## config.mk

```make
export PLATFORM = sky130hd
export DESIGN_NAME = operand_fwd_flat
export DESIGN_NICKNAME = d
export VERILOG_FILES = /design/src/rtl/operand_fwd_pkg.sv /design/src/rtl/operand_fwd_if.sv /design/src/rtl/operand_fwd_mux.sv /design/src/rtl/operand_fwd.sv /design/src/flat_wrapper.sv
export SDC_FILE = /design/constraint.sdc
export NUM_CORES = 1
export LEC_CHECK = 0
export CAP_MARGIN = 10
export CORE_MARGIN = 10
export CORE_UTILIZATION = 44
export DETAILED_ROUTE_END_ITERATION = 16
export GPL_TIMING_DRIVEN = 0
export HOLD_SLACK_MARGIN = 0.02
export PLACE_DENSITY = 0.95
export SYNTH_ARGS = -nofsm -noshare
export SYNTH_HDL_FRONTEND = slang
export SYNTH_SLANG_ARGS = --single-unit
```

## constraint.sdc

```tcl
create_clock -name clk -period 6.7 [get_ports clk]
set_input_delay 1.34 -clock clk [delete_from_list [all_inputs] [get_ports clk]]
set_output_delay 1.34 -clock clk [all_outputs]
set_load 0.01 [all_outputs]
```

## src/rtl/operand_fwd_pkg.sv

```systemverilog
`default_nettype none
// +------------------------------------------------------------------+
// | operand_fwd_pkg                                                  |
// | Shared widths, pipeline slot record and the slot hit predicate.  |
// | Revision: 1.0                                                    |
// +------------------------------------------------------------------+
package operand_fwd_pkg;

  localparam int DATA_W  = 16;
  localparam int RADDR_W = 4;

  typedef struct packed {
    logic               valid;
    logic               we;
    logic               is_load;
    logic [RADDR_W-1:0] dst_addr;
  } slot_ctrl_t;

  typedef struct packed {
    slot_ctrl_t         ctl;
    logic [DATA_W-1:0]  value;
  } slot_t;

  localparam slot_ctrl_t c_BUBBLE_CTRL = '0;
  localparam slot_t      c_BUBBLE_SLOT = '0;

  // R0 is hard-wired zero, so it never matches a producer
  function automatic logic slot_hit(input slot_ctrl_t s,
                                    input logic [RADDR_W-1:0] addr,
                                    input logic re);
    return s.valid && s.we && (s.dst_addr == addr) && (addr != '0) && re;
  endfunction

endpackage
`default_nettype wire

```

## src/rtl/operand_fwd_if.sv

```systemverilog
`default_nettype none
// +------------------------------------------------------------------+
// | operand_fwd_if                                                   |
// | Decode/issue/EX/MEM/WB bundle; perf counters with                |
// | OPERAND_FWD_PERF_EN.                                             |
// | Revision: 1.0                                                    |
// +------------------------------------------------------------------+
interface operand_fwd_if;

  logic [operand_fwd_pkg::RADDR_W-1:0] id_p0_addr;
  logic [operand_fwd_pkg::RADDR_W-1:0] id_p1_addr;
  logic                                id_re0;
  logic                                id_re1;
  logic [operand_fwd_pkg::DATA_W-1:0]  rf_p0;
  logic [operand_fwd_pkg::DATA_W-1:0]  rf_p1;
  logic                                iss_valid;
  logic                                iss_we;
  logic                                iss_is_load;
  logic [operand_fwd_pkg::RADDR_W-1:0] iss_dst_addr;
  logic [operand_fwd_pkg::DATA_W-1:0]  ex_result;
  logic [operand_fwd_pkg::DATA_W-1:0]  mem_result;
  logic                                flush;
  logic [operand_fwd_pkg::DATA_W-1:0]  op0;
  logic [operand_fwd_pkg::DATA_W-1:0]  op1;
  logic                                stall;
  logic                                wb_we;
  logic [operand_fwd_pkg::RADDR_W-1:0] wb_dst_addr;
  logic [operand_fwd_pkg::DATA_W-1:0]  wb_dst;
`ifdef OPERAND_FWD_PERF_EN
  logic [15:0]                         stall_cnt;
  logic [15:0]                         fwd_cnt;

  modport master (
    output id_p0_addr, id_p1_addr, id_re0, id_re1, rf_p0, rf_p1,
           iss_valid, iss_we, iss_is_load, iss_dst_addr,
           ex_result, mem_result, flush,
    input  op0, op1, stall, wb_we, wb_dst_addr, wb_dst, stall_cnt, fwd_cnt
  );

  modport slave (
    input  id_p0_addr, id_p1_addr, id_re0, id_re1, rf_p0, rf_p1,
           iss_valid, iss_we, iss_is_load, iss_dst_addr,
           ex_result, mem_result, flush,
    output op0, op1, stall, wb_we, wb_dst_addr, wb_dst, stall_cnt, fwd_cnt
  );
`else
  modport master (
    output id_p0_addr, id_p1_addr, id_re0, id_re1, rf_p0, rf_p1,
           iss_valid, iss_we, iss_is_load, iss_dst_addr,
           ex_result, mem_result, flush,
    input  op0, op1, stall, wb_we, wb_dst_addr, wb_dst
  );

  modport slave (
    input  id_p0_addr, id_p1_addr, id_re0, id_re1, rf_p0, rf_p1,
           iss_valid, iss_we, iss_is_load, iss_dst_addr,
           ex_result, mem_result, flush,
    output op0, op1, stall, wb_we, wb_dst_addr, wb_dst
  );
`endif

endinterface
`default_nettype wire

```

## src/rtl/operand_fwd_mux.sv

```systemverilog
`default_nettype none
// +------------------------------------------------------------------+
// | fwd_mux                                                          |
// | One operand: EX/MEM hit compare and priority select over RF.     |
// | Revision: 1.0                                                    |
// +------------------------------------------------------------------+
module fwd_mux
  import operand_fwd_pkg::*;
(
  input  logic [RADDR_W-1:0] i_addr,
  input  logic               i_re,
  input  slot_ctrl_t         i_ex,
  input  slot_t              i_mem,
  input  logic [DATA_W-1:0]  i_ex_result,
  input  logic [DATA_W-1:0]  i_mem_result,
  input  logic [DATA_W-1:0]  i_rf,
  output logic [DATA_W-1:0]  o_op,
  output logic               o_ex_load_hit,
  output logic               o_fwd
);

  logic w_ex_hit;
  logic w_mem_hit;

  assign w_ex_hit  = slot_hit(i_ex, i_addr, i_re);
  assign w_mem_hit = slot_hit(i_mem.ctl, i_addr, i_re);

  // A load in EX has no data yet; the caller stalls on o_ex_load_hit
  assign o_ex_load_hit = w_ex_hit && i_ex.is_load;

  always_comb begin
    o_op  = i_rf;
    o_fwd = 1'b0;
    if (w_ex_hit && !i_ex.is_load) begin
      o_op  = i_ex_result;
      o_fwd = 1'b1;
    end else if (w_mem_hit) begin
      o_op  = i_mem.ctl.is_load ? i_mem_result : i_mem.value;
      o_fwd = 1'b1;
    end
  end

endmodule
`default_nettype wire

```

## src/rtl/operand_fwd.sv

```systemverilog
`default_nettype none
// +------------------------------------------------------------------+
// | operand_fwd                                                      |
// | EX/MEM/WB tracking, operand bypass and load-use stall.           |
// | OPERAND_FWD_PERF_EN adds stall_cnt / fwd_cnt.                    |
// | Revision: 1.0                                                    |
// +------------------------------------------------------------------+
module operand_fwd
  import operand_fwd_pkg::*;
(
  input  logic         clk,
  input  logic         rst_n,
  operand_fwd_if.slave bus
);

  slot_ctrl_t        r_ex;
  slot_t             r_mem;
  slot_t             r_wb;

  logic [DATA_W-1:0] w_op0;
  logic [DATA_W-1:0] w_op1;
  logic              w_ld_hit0;
  logic              w_ld_hit1;
  logic              w_fwd0;
  logic              w_fwd1;
  logic              w_stall;

  fwd_mux u_mux0 (
    .i_addr        (bus.id_p0_addr),
    .i_re          (bus.id_re0),
    .i_ex          (r_ex),
    .i_mem         (r_mem),
    .i_ex_result   (bus.ex_result),
    .i_mem_result  (bus.mem_result),
    .i_rf          (bus.rf_p0),
    .o_op          (w_op0),
    .o_ex_load_hit (w_ld_hit0),
    .o_fwd         (w_fwd0)
  );

  fwd_mux u_mux1 (
    .i_addr        (bus.id_p1_addr),
    .i_re          (bus.id_re1),
    .i_ex          (r_ex),
    .i_mem         (r_mem),
    .i_ex_result   (bus.ex_result),
    .i_mem_result  (bus.mem_result),
    .i_rf          (bus.rf_p1),
    .o_op          (w_op1),
    .o_ex_load_hit (w_ld_hit1),
    .o_fwd         (w_fwd1)
  );

  // A flush removes the load from EX, so there is nothing to wait for
  assign w_stall = (w_ld_hit0 || w_ld_hit1) && !bus.flush;

  always_ff @(posedge clk or negedge rst_n) begin
    if (!rst_n) begin
      r_ex  <= c_BUBBLE_CTRL;
      r_mem <= c_BUBBLE_SLOT;
      r_wb  <= c_BUBBLE_SLOT;
    end else begin
      if (bus.flush || w_stall) begin
        r_ex <= c_BUBBLE_CTRL;
      end else begin
        r_ex <= {bus.iss_valid, bus.iss_we, bus.iss_is_load, bus.iss_dst_addr};
      end

      if (bus.flush) begin
        r_mem <= c_BUBBLE_SLOT;
      end else begin
        r_mem.ctl   <= r_ex;
        r_mem.value <= bus.ex_result;
      end

      r_wb.ctl   <= r_mem.ctl;
      r_wb.value <= r_mem.ctl.is_load ? bus.mem_result : r_mem.value;
    end
  end

  assign bus.op0         = w_op0;
  assign bus.op1         = w_op1;
  assign bus.stall       = w_stall;
  assign bus.wb_we       = r_wb.ctl.valid && r_wb.ctl.we && (r_wb.ctl.dst_addr != '0);
  assign bus.wb_dst_addr = r_wb.ctl.dst_addr;
  assign bus.wb_dst      = r_wb.value;

`ifdef OPERAND_FWD_PERF_EN
  logic [15:0] r_stall_cnt;
  logic [15:0] r_fwd_cnt;

  always_ff @(posedge clk or negedge rst_n) begin
    if (!rst_n) begin
      r_stall_cnt <= '0;
      r_fwd_cnt   <= '0;
    end else begin
      if (w_stall && (r_stall_cnt != 16'hFFFF)) begin
        r_stall_cnt <= r_stall_cnt + 16'd1;
      end
      if ((w_fwd0 || w_fwd1) && (r_fwd_cnt != 16'hFFFF)) begin
        r_fwd_cnt <= r_fwd_cnt + 16'd1;
      end
    end
  end

  assign bus.stall_cnt = r_stall_cnt;
  assign bus.fwd_cnt   = r_fwd_cnt;
`else
  logic w_unused_fwd;
  assign w_unused_fwd = w_fwd0 ^ w_fwd1;
`endif

endmodule
`default_nettype wire

```

## src/flat_wrapper.sv

```systemverilog
// flat-port wrapper written by rule: the top's interface ports become plain ports
module operand_fwd_flat import operand_fwd_pkg::*;
  (clk, rst_n, bus_id_p0_addr, bus_id_p1_addr, bus_id_re0, bus_id_re1, bus_rf_p0, bus_rf_p1, bus_iss_valid, bus_iss_we, bus_iss_is_load, bus_iss_dst_addr, bus_ex_result, bus_mem_result, bus_flush, bus_op0, bus_op1, bus_stall, bus_wb_we, bus_wb_dst_addr, bus_wb_dst);
  operand_fwd_if bus_i ();
  input  logic clk;
  input  logic rst_n;
  input wire logic [$bits(bus_i.id_p0_addr)-1:0] bus_id_p0_addr;
  input wire logic [$bits(bus_i.id_p1_addr)-1:0] bus_id_p1_addr;
  input wire logic [$bits(bus_i.id_re0)-1:0] bus_id_re0;
  input wire logic [$bits(bus_i.id_re1)-1:0] bus_id_re1;
  input wire logic [$bits(bus_i.rf_p0)-1:0] bus_rf_p0;
  input wire logic [$bits(bus_i.rf_p1)-1:0] bus_rf_p1;
  input wire logic [$bits(bus_i.iss_valid)-1:0] bus_iss_valid;
  input wire logic [$bits(bus_i.iss_we)-1:0] bus_iss_we;
  input wire logic [$bits(bus_i.iss_is_load)-1:0] bus_iss_is_load;
  input wire logic [$bits(bus_i.iss_dst_addr)-1:0] bus_iss_dst_addr;
  input wire logic [$bits(bus_i.ex_result)-1:0] bus_ex_result;
  input wire logic [$bits(bus_i.mem_result)-1:0] bus_mem_result;
  input wire logic [$bits(bus_i.flush)-1:0] bus_flush;
  output wire logic [$bits(bus_i.op0)-1:0] bus_op0;
  output wire logic [$bits(bus_i.op1)-1:0] bus_op1;
  output wire logic [$bits(bus_i.stall)-1:0] bus_stall;
  output wire logic [$bits(bus_i.wb_we)-1:0] bus_wb_we;
  output wire logic [$bits(bus_i.wb_dst_addr)-1:0] bus_wb_dst_addr;
  output wire logic [$bits(bus_i.wb_dst)-1:0] bus_wb_dst;
  assign bus_i.id_p0_addr = bus_id_p0_addr;
  assign bus_i.id_p1_addr = bus_id_p1_addr;
  assign bus_i.id_re0 = bus_id_re0;
  assign bus_i.id_re1 = bus_id_re1;
  assign bus_i.rf_p0 = bus_rf_p0;
  assign bus_i.rf_p1 = bus_rf_p1;
  assign bus_i.iss_valid = bus_iss_valid;
  assign bus_i.iss_we = bus_iss_we;
  assign bus_i.iss_is_load = bus_iss_is_load;
  assign bus_i.iss_dst_addr = bus_iss_dst_addr;
  assign bus_i.ex_result = bus_ex_result;
  assign bus_i.mem_result = bus_mem_result;
  assign bus_i.flush = bus_flush;
  assign bus_op0 = bus_i.op0;
  assign bus_op1 = bus_i.op1;
  assign bus_stall = bus_i.stall;
  assign bus_wb_we = bus_i.wb_we;
  assign bus_wb_dst_addr = bus_i.wb_dst_addr;
  assign bus_wb_dst = bus_i.wb_dst;
  operand_fwd u_core (.clk(clk), .rst_n(rst_n), .bus(bus_i));
endmodule
```

==> flow_summary.ini, run 1 <==
[floorplan]
coreArea_um2 = 6350
die_w_um = 101
rows = 29
ios = 138
fp.dieH_um = 101
start_util = 0.455
dieArea_um2 = 10200

[sta]
final-setup-viol-count = 0
hold_viol_final = 0
worstMarginPinSlew_ps = 721
fin_crit_ps = 5680
relSlewSlack = 0.518
fin_skew_ps = 6.17
fmax_ghz = 0.176
rsz0062_at_grt = false
slew_violations = 0
finalSetupTns_ps = 0
post-route-period-util = 0.848

[placement]
routabilityCongestion = 0.910
io_buffers = 137
dp_hpwl_mm = 7.79

[worst_setup_path]
crit_family = buffers and inverters
end_kind = primary output
r2r_start = u_core.r_ex[1]
crit_start = bus_id_p0_addr[2]
path_cells = clkdlybuf4s50_1 -> nor4_2 -> nor4_1 -> nand3_1 -> nor2_1 -> buf_2 -> mux2_2 -> clkdlybuf4s50_1
worst-path-buf-inv = 3
cpMostUsedCell = clkdlybuf4s50_1
crit_arrival_ps = 4340
crit_type = input port to primary output
cp_slowest_cell = clkdlybuf4s50_1
slowest_delay_ps = 580
worstPathRequired_ps = 5360
path_max_fanout = 10
cp-start-kind = input port

[synthesis]
synth-edff-count = 0
async_flop_share = 1.00
synth_top_area_share = 0.451
yosysWarnings = 0
synth_top_area_cell = dfrtp_1
syn-num-nets = 323
synth_area_per_cell_um2 = 12.1
ys_seq_area_frac = 0.451
ys_top_cells_by_area = dfrtp_1, mux2_2, buf_4, nor2b_1, xor2_1
synth_ff_type = dfrtp_1
synthDistinctLibCells = 29
synth_seq_cells = 52
synth_area_um2 = 2890
synthCells = 239

[route]
wl_per_cell_um = 20.0
finalWirelength_mm = 9.26
antenna_left = 0
via_count = 2385
drt_iter0_drc = 67
route.detailed.drc = 0
firstDrtPassIters = 7
viasPerCell = 5.16

[layout]
multi_input_area_um2 = 1390
seqCellArea_um2 = 1300
area_growth_pct = 55.1
diodes = 0
fillers = 479
layout_commonest_cell = clkdlybuf4s50_1
utilization = 0.705
layout-drive-gt1-share = 0.268
final_cell_mix = clkdlybuf4s50_1, mux2_2, dfrtp_1
nets = 468

[grt]
overflow = 0
grt_usage = 0.176
antenna_found_initial = 0
grt_max_degree = 38
grt_pass1_wl_mm = 13.9
grt_pass1_vias = 2583

[pwr]
internal_power_mw = 0.553
sw_frac_of_total = 0.236
comb_power_share = 0.244
power_frac_seq = 0.467
p_sw_mw = 0.171
p_leak_nw = 1.85
p_clk_frac = 0.289
peakVddDrop_mv = 0.122
power_density_nw_per_um2 = 162

[clock_tree]
htreeDepth = 2
clock_sinks = 52
post_cts_buffers = 0
cts_buffers = 5
path_clk_slew_ps = 90
postCtsHoldBufs = 0
cts_tree = built
cts_root_buf = clkbuf_8
cts_resized = 0
cts_buffer_depth = 2
clk_latency_ps = 300

[run_status]
status = finished clean

[hold_path]
min-delay-start = u_core.r_mem[21]
hp-class = flop to flop

[job]
drv_cap = 0
[through the flow]
| step | total power, mW | cell area, µm² | hold WS, ps | setup WS, ps | std cells |
|---|---|---|---|---|---|
| 2_1_floorplan | 0.411 | 2890 | 375 | 2500 | 239 |
| 3_3_place_gp | 0.516 | 4360 | 408 | 1050 | 453 |
| 3_5_place_dp | 0.522 | 4370 | 398 | 945 | 454 |
| 4_1_cts | 0.729 | 4480 | 417 | 916 | 462 |
| 5_1_grt | 0.754 | 4480 | 419 | 806 | 462 |
| 6_report | 0.724 | 4480 | 420 | 1020 | 462 |
[area by class of cell]
class / count / share of cell area
clock buffers: 6 / 0.0162
clock inverters: 2 / 0.00782
plain buffers: 30 / 0.0447
repair buffers: 138 / 0.310
well taps: 77 / 0.0215
flip-flops and latches: 52 / 0.291
multi-input cells: 157 / 0.310
[cells in the mapped netlist, types with 3 or more instances]
cell type  count
xor2_1        11
o22ai_1        8
nand3_1        4
o2bb2ai_1      8
mux2_2        62
a21oi_1        9
dfrtp_1       52
clkbuf_1       4
nor3b_1        7
nor2b_1       23
buf_2          4
xnor2_1        5
buf_4         20
nor2_1         3
[flip-flops by register name, indices dropped and copies added (netlist names)]
| name | cells |
|---|---|
| u_core.bus.wb_dst | 16 |
| u_core.bus.wb_dst_addr | 4 |
| u_core.r_ex | 7 |
| u_core.r_mem | 23 |
| u_core.r_wb | 2 |
[power by group through the flow]
| stage | Sequential, mW | Combinational [mW] | Clock, mW |
|---|---|---|---|
| 2_1_floorplan | 0.342 | 0.0689 | 0 |
| 3_3_place_gp | 0.344 | 0.173 | 0 |
| 3_5_place_dp | 0.344 | 0.178 | 0 |
| 4_1_cts | 0.338 | 0.178 | 0.213 |
| 5_1_grt | 0.340 | 0.189 | 0.225 |
| 6_report | 0.338 | 0.177 | 0.209 |
[final timing paths]
path / endpoint / slack [ps] / cells past startpoint
worst min register to register: u_core.r_wb[21] / 420 / 0
min in group asynchronous: u_core.r_mem[1] / 950 / 1
worst max register to register: u_core.r_ex[4] / 4700 / 6
worst min-delay path: u_core.r_wb[21] / 420 / 0
max in group asynchronous: u_core.bus.wb_dst[3] / 5230 / 2
worst max-delay path: bus_op0[14] / 1020 / 8
[layer usage]
| metal | wire (µm) | global-route usage |
|---|---|---|
| met5 | 0 | 0 |
| met4 | 181 | 0.0600 |
| met3 | 797 | 0.0617 |
| met2 | 5050 | 0.325 |
| met1 | 3230 | 0.178 |
[logic make-up (layout without fill, tap and decap cells)]
logic type / Yosys count / after routing / share of synthesized area
compound gates: 26 / 26 / 0.0598
xor+xnor: 16 / 16 / 0.0485
buf+inv: 30 / 176 / 0.0693
flops: 52 / 52 / 0.451
mux: 64 / 64 / 0.252
simple gates: 51 / 51 / 0.120
Power figures use the tool's default switching activity.
==> inputs of run 2 (changes only) <==
--- a/config.mk
+++ b/config.mk
@@ -7,11 +7,11 @@
 export LEC_CHECK = 0
 export CAP_MARGIN = 10
 export CORE_MARGIN = 10
-export CORE_UTILIZATION = 44
+export CORE_UTILIZATION = 37
 export DETAILED_ROUTE_END_ITERATION = 16
 export GPL_TIMING_DRIVEN = 0
 export HOLD_SLACK_MARGIN = 0.02
-export PLACE_DENSITY = 0.95
+export PLACE_DENSITY = 0.87
 export SYNTH_ARGS = -nofsm -noshare
 export SYNTH_HDL_FRONTEND = slang
 export SYNTH_SLANG_ARGS = --single-unit
==> constraint.sdc (replaced) <==
create_clock -name clk -period 4.9 [get_ports clk]
set_input_delay 0.98 -clock clk [delete_from_list [all_inputs] [get_ports clk]]
set_output_delay 0.98 -clock clk [all_outputs]
set_load 0.01 [all_outputs]
==> flow_summary.ini, run 2 (synthesis gave the netlist of run 1 again) <==
[run_status]
status = finished clean

[worst_setup_path]
reg2regPathDepth = 6
cp_slowest_cell = clkdlybuf4s50_1
cp-start-kind = input port
path_max_fanout = 10
crit_arrival_ps = 3810
worst-path-buf-inv = 3
crit_type = input port to primary output
path_cells = clkdlybuf4s50_1 -> xnor2_1 -> nand3_1 -> nor3_4 -> buf_2 -> mux2_2 -> mux2_2 -> clkdlybuf4s50_1
worstPathRequired_ps = 3920
path_depth = 8
end_kind = primary output
crit_family = buffers and inverters
slowest_delay_ps = 550

[sta]
slew_violations = 0
fin_crit_ps = 4790
worstMarginPinSlew_ps = 663
fin_skew_ps = 6.66
rsz0062_at_grt = false
final-setup-viol-count = 0
hold_slack_ps = 443
post-route-period-util = 0.977
relSlewSlack = 0.558
hold_viol_final = 0
fmax_ghz = 0.209

[layout]
regMostFlops = u_core.r_mem
diodes = 0
seqCellArea_um2 = 1300
fillers = 646
nets = 471
multi_input_area_um2 = 1400
utilization = 0.591
layout-drive-gt1-share = 0.281
final_cell_mix = clkdlybuf4s50_1, mux2_2, dfrtp_1
area_growth_pct = 56.6
stdcell_area_um2 = 4520
largest_register_ff_count = 23
layout_commonest_cell = clkdlybuf4s50_1

[grt]
met2_usage = 0.302
grt_pass1_wl_mm = 14.5
busiest_layer = met2
grt_usage = 0.160
overflow = 0
grtUsageMet3 = 0.0440
grt_max_degree = 29
antenna_found_initial = 0
grt_pass1_vias = 2696
use_met1 = 0.170

[route]
viasPerCell = 4.89
finalWirelength_mm = 9.79
via_count = 2394
firstDrtPassIters = 4
antenna_left = 0
drt_iter0_drc = 69
wl_per_cell_um = 20.0
route.detailed.drc = 0

[placement]
routabilityCongestion = 0.930
placed_area_um2 = 4400
io_buffers = 137
dp_hpwl_mm = 7.83

[clock_tree]
postCtsHoldBufs = 0
clk_latency_ps = 300
path_clk_slew_ps = 100
cts_root_buf = clkbuf_8
cts_buffer_depth = 2
cts_tree = built
clock_sinks = 52
htreeDepth = 2
cts_buffers = 5

[floorplan]
dieArea_um2 = 11700
coreArea_um2 = 7650
fp.dieH_um = 108
ios = 138
start_util = 0.378
die_w_um = 108
rows = 32

[pwr]
power_frac_seq = 0.485
p_clk_frac = 0.257
comb_power_share = 0.257
p_leak_nw = 1.87
internal_power_mw = 0.707
power_density_nw_per_um2 = 210
peakVddDrop_mv = 0.111
sw_frac_of_total = 0.258
p_sw_mw = 0.245

[hold_path]
whs_path_depth = 0
hp-class = flop to flop

[job]
drv_cap = 0
[run 2: changes by cell type in the layout (fill, tap and decap cells not counted), sizes merged]
cell / previous run / this run
buf: 28 / 31
bufinv: 1 / 0
clkbuf: 10 / 9
clkinv: 1 / 3
[run 2: through the flow]
step	total power [mW]	worst slack, ps	std cells	TNS (ps)
global placement	0.705	-51.8	478	-96.0
global route	0.995	1.15	490	0
finish	0.952	111	490	0
CTS	0.958	59.7	487	0
floorplan	0.561	1420	239	0
detailed placement	0.714	-119	479	-404
[run 2: power groups by stage]
stage          combinational (mW)  clock, mW  sequential (mW)
3_5_place_dp                0.244          0            0.471
6_report                    0.245      0.245            0.462
4_1_cts                     0.246      0.251            0.462
2_1_floorplan              0.0942          0            0.467
5_1_grt                     0.262      0.268            0.465
3_3_place_gp                0.235          0            0.469
[run 2: worst paths after layout]
| path | end | startpoint | slack, ps |
|---|---|---|---|
| setup / recovery | bus_op1[12] | bus_id_p1_addr[1] | 110 |
| hold / removal | u_core.r_wb[21] | u_core.r_mem[21] | 440 |
| setup reg to reg | u_core.r_ex[5] | u_core.r_ex[1] | 2870 |
| hold reg to reg | u_core.r_wb[21] | u_core.r_mem[21] | 440 |
| max in group asynchronous | u_core.r_mem[11] | rst_n | 3650 |
| min in group asynchronous | u_core.r_ex[3] | rst_n | 680 |
[run 2: routing by layer]
metal  wire length (µm)  vias up
met5                  0        -
met4                 99        0
met3                638        7
met2               5390       73
met1               3670     1180
li1                   -     1134
[run 2: layout make-up]
class | instances | share of cell area
buffer | 30 | 0.0443
clock buffer | 5 | 0.0152
clock inverter | 3 | 0.00415
multi-input combinational | 157 | 0.309
sequential | 52 | 0.288
tap | 102 | 0.0282
timing repair buffer | 141 | 0.311
[run 2: repair_timing]
action	CTS	global route
setup buffers	0	3
setup endpoints to repair	12	1
resized for setup	3	0
pin swaps	0	1
==> inputs of run 3 (changes only) <==
--- a/config.mk
+++ b/config.mk
@@ -6,7 +6,7 @@
 export NUM_CORES = 1
 export LEC_CHECK = 0
 export CAP_MARGIN = 10
-export CORE_MARGIN = 10
+export CORE_MARGIN = 4
 export CORE_UTILIZATION = 37
 export DETAILED_ROUTE_END_ITERATION = 16
 export GPL_TIMING_DRIVEN = 0
==> flow_summary.ini, run 3 (synthesis gave the netlist of run 1 again) <==
[floorplan]
fp.dieH_um = 96.3
dieArea_um2 = 9280
coreArea_um2 = 7410
ios = 138
rows = 31
die_w_um = 96.3
start_util = 0.390

[layout]
final_cell_count_no_fill = 491
largest_register_ff_count = 23
regMostFlops = u_core.r_mem
fillers = 608
layout-drive-gt1-share = 0.286
diodes = 0
area_growth_pct = 58.4
utilization = 0.617
nets = 475
final_cell_mix = clkdlybuf4s50_1, mux2_2, dfrtp_1
layout_commonest_cell = clkdlybuf4s50_1

[worst_setup_path]
crit_type = input port to primary output
reg2regPathDepth = 6
path_max_fanout = 10
r2r_end = u_core.r_ex[5]
worst-r2r-setup-slack_ps = 2990
crit_arrival_ps = 3790
end_kind = primary output
worstPathRequired_ps = 3920
r2r_start = u_core.r_ex[1]
cp-start-kind = input port

[clock_tree]
htreeDepth = 2
cts_tree = built
cts_buffers = 5
clock_sinks = 52
path_clk_slew_ps = 90
cts_buffer_depth = 2
clk_latency_ps = 300
cts_root_buf = clkbuf_8
postCtsHoldBufs = 0

[hold_path]
holdPathEnd = u_core.r_wb[22]
whs_path_depth = 0
hp-class = flop to flop
min-delay-start = u_core.r_mem[22]

[pwr]
power_density_nw_per_um2 = 218
peakVddDrop_mv = 0.110
p_leak_nw = 1.90

[sta]
post-route-period-util = 0.974
fmax_ghz = 0.210
fin_crit_ps = 4770
final-setup-viol-count = 0
rsz0062_at_grt = false
finalSetupTns_ps = 0
slew_violations = 0
relSlewSlack = 0.593
hold_slack_ps = 431
hold_viol_final = 0
worstMarginPinSlew_ps = 611
fin_skew_ps = 5.82

[placement]
io_buffers = 137
dp_hpwl_mm = 6.86
routabilityCongestion = 0.944
place_inst = 476

[route]
viasPerCell = 4.91
route.detailed.drc = 0
finalWirelength_mm = 8.70
wl_per_cell_um = 17.7
via_count = 2413
firstDrtPassIters = 4
antenna_left = 0
drt_iter0_drc = 89

[grt]
grt_pass1_wl_mm = 13.0
overflow = 0
grt_max_degree = 35
grt_pass1_vias = 2554
grt_usage = 0.188
antenna_found_initial = 0

[job]
drv_cap = 0

[run_status]
status = finished clean
-- run 3: power by group --
group | internal (mW) | switching (mW)
logic | 0.156 | 0.0873
clock network | 0.154 | 0.137
registers | 0.451 | 0.0103
total | 0.762 | 0.234
-- run 3: metal layers --
layer / part of all wire / global-route usage / vias to the layer above
met5: 0 / 0 / -
met4: 0.017 / 0.0549 / 0
met3: 0.054 / 0.0305 / 11
met2: 0.55 / 0.355 / 83
met1: 0.38 / 0.216 / 1182
li1: - / - / 1137
-- run 3: critical path: stages --
cell and delay, ps:
clkdlybuf4s50_1 590, nor4_2 100, nor4_1 270, nand3_1 140, nor2_2 460, buf_2 380, mux2_2 380, clkdlybuf4s50_1 480
-- run 3: repair_timing --
item,4_1_cts,5_1_grt
hold endpoints to repair,0,0
endpoints found under the setup margin,12,10
gates cloned,0,0
pin swaps,0,2
buffers inserted,0,7
resized for setup,3,0
-- run 3: worst max path at each step --
stage	from	endpoint	slack (ps)	depth (start not counted)
final	bus_id_p0_addr[2]	bus_op0[13]	130	8
after global routing	bus_id_p1_addr[1]	bus_op1[6]	30	8
after global placement	bus_id_p1_addr[1]	bus_op1[9]	-50	8
after floorplan	bus_id_p1_addr[1]	bus_op1[10]	1420	6
after detailed placement	bus_id_p1_addr[1]	bus_op1[9]	-120	8
after CTS	bus_id_p1_addr[1]	bus_op1[9]	100	8
-- run 3: through the flow --
stage,instance area [µm²],power (mW),setup slack [ps]
CTS,4520,1.00,97.5
finish,4570,0.996,127
floorplan,2890,0.561,1420
global placement,4380,0.703,-49.1
global route,4570,1.04,32.6
detailed placement,4400,0.711,-120
-- run 3: cell type report --
class / count / area, µm² / share of cell area
flip-flops and latches: 52 / 1300 / 0.285
clock inverters: 2 / 38.8 / 0.00848
well taps: 99 / 124 / 0.0271
multi-input cells: 157 / 1400 / 0.306
plain buffers: 30 / 200 / 0.0438
repair buffers: 145 / 1440 / 0.315
clock buffers: 6 / 72.6 / 0.0159
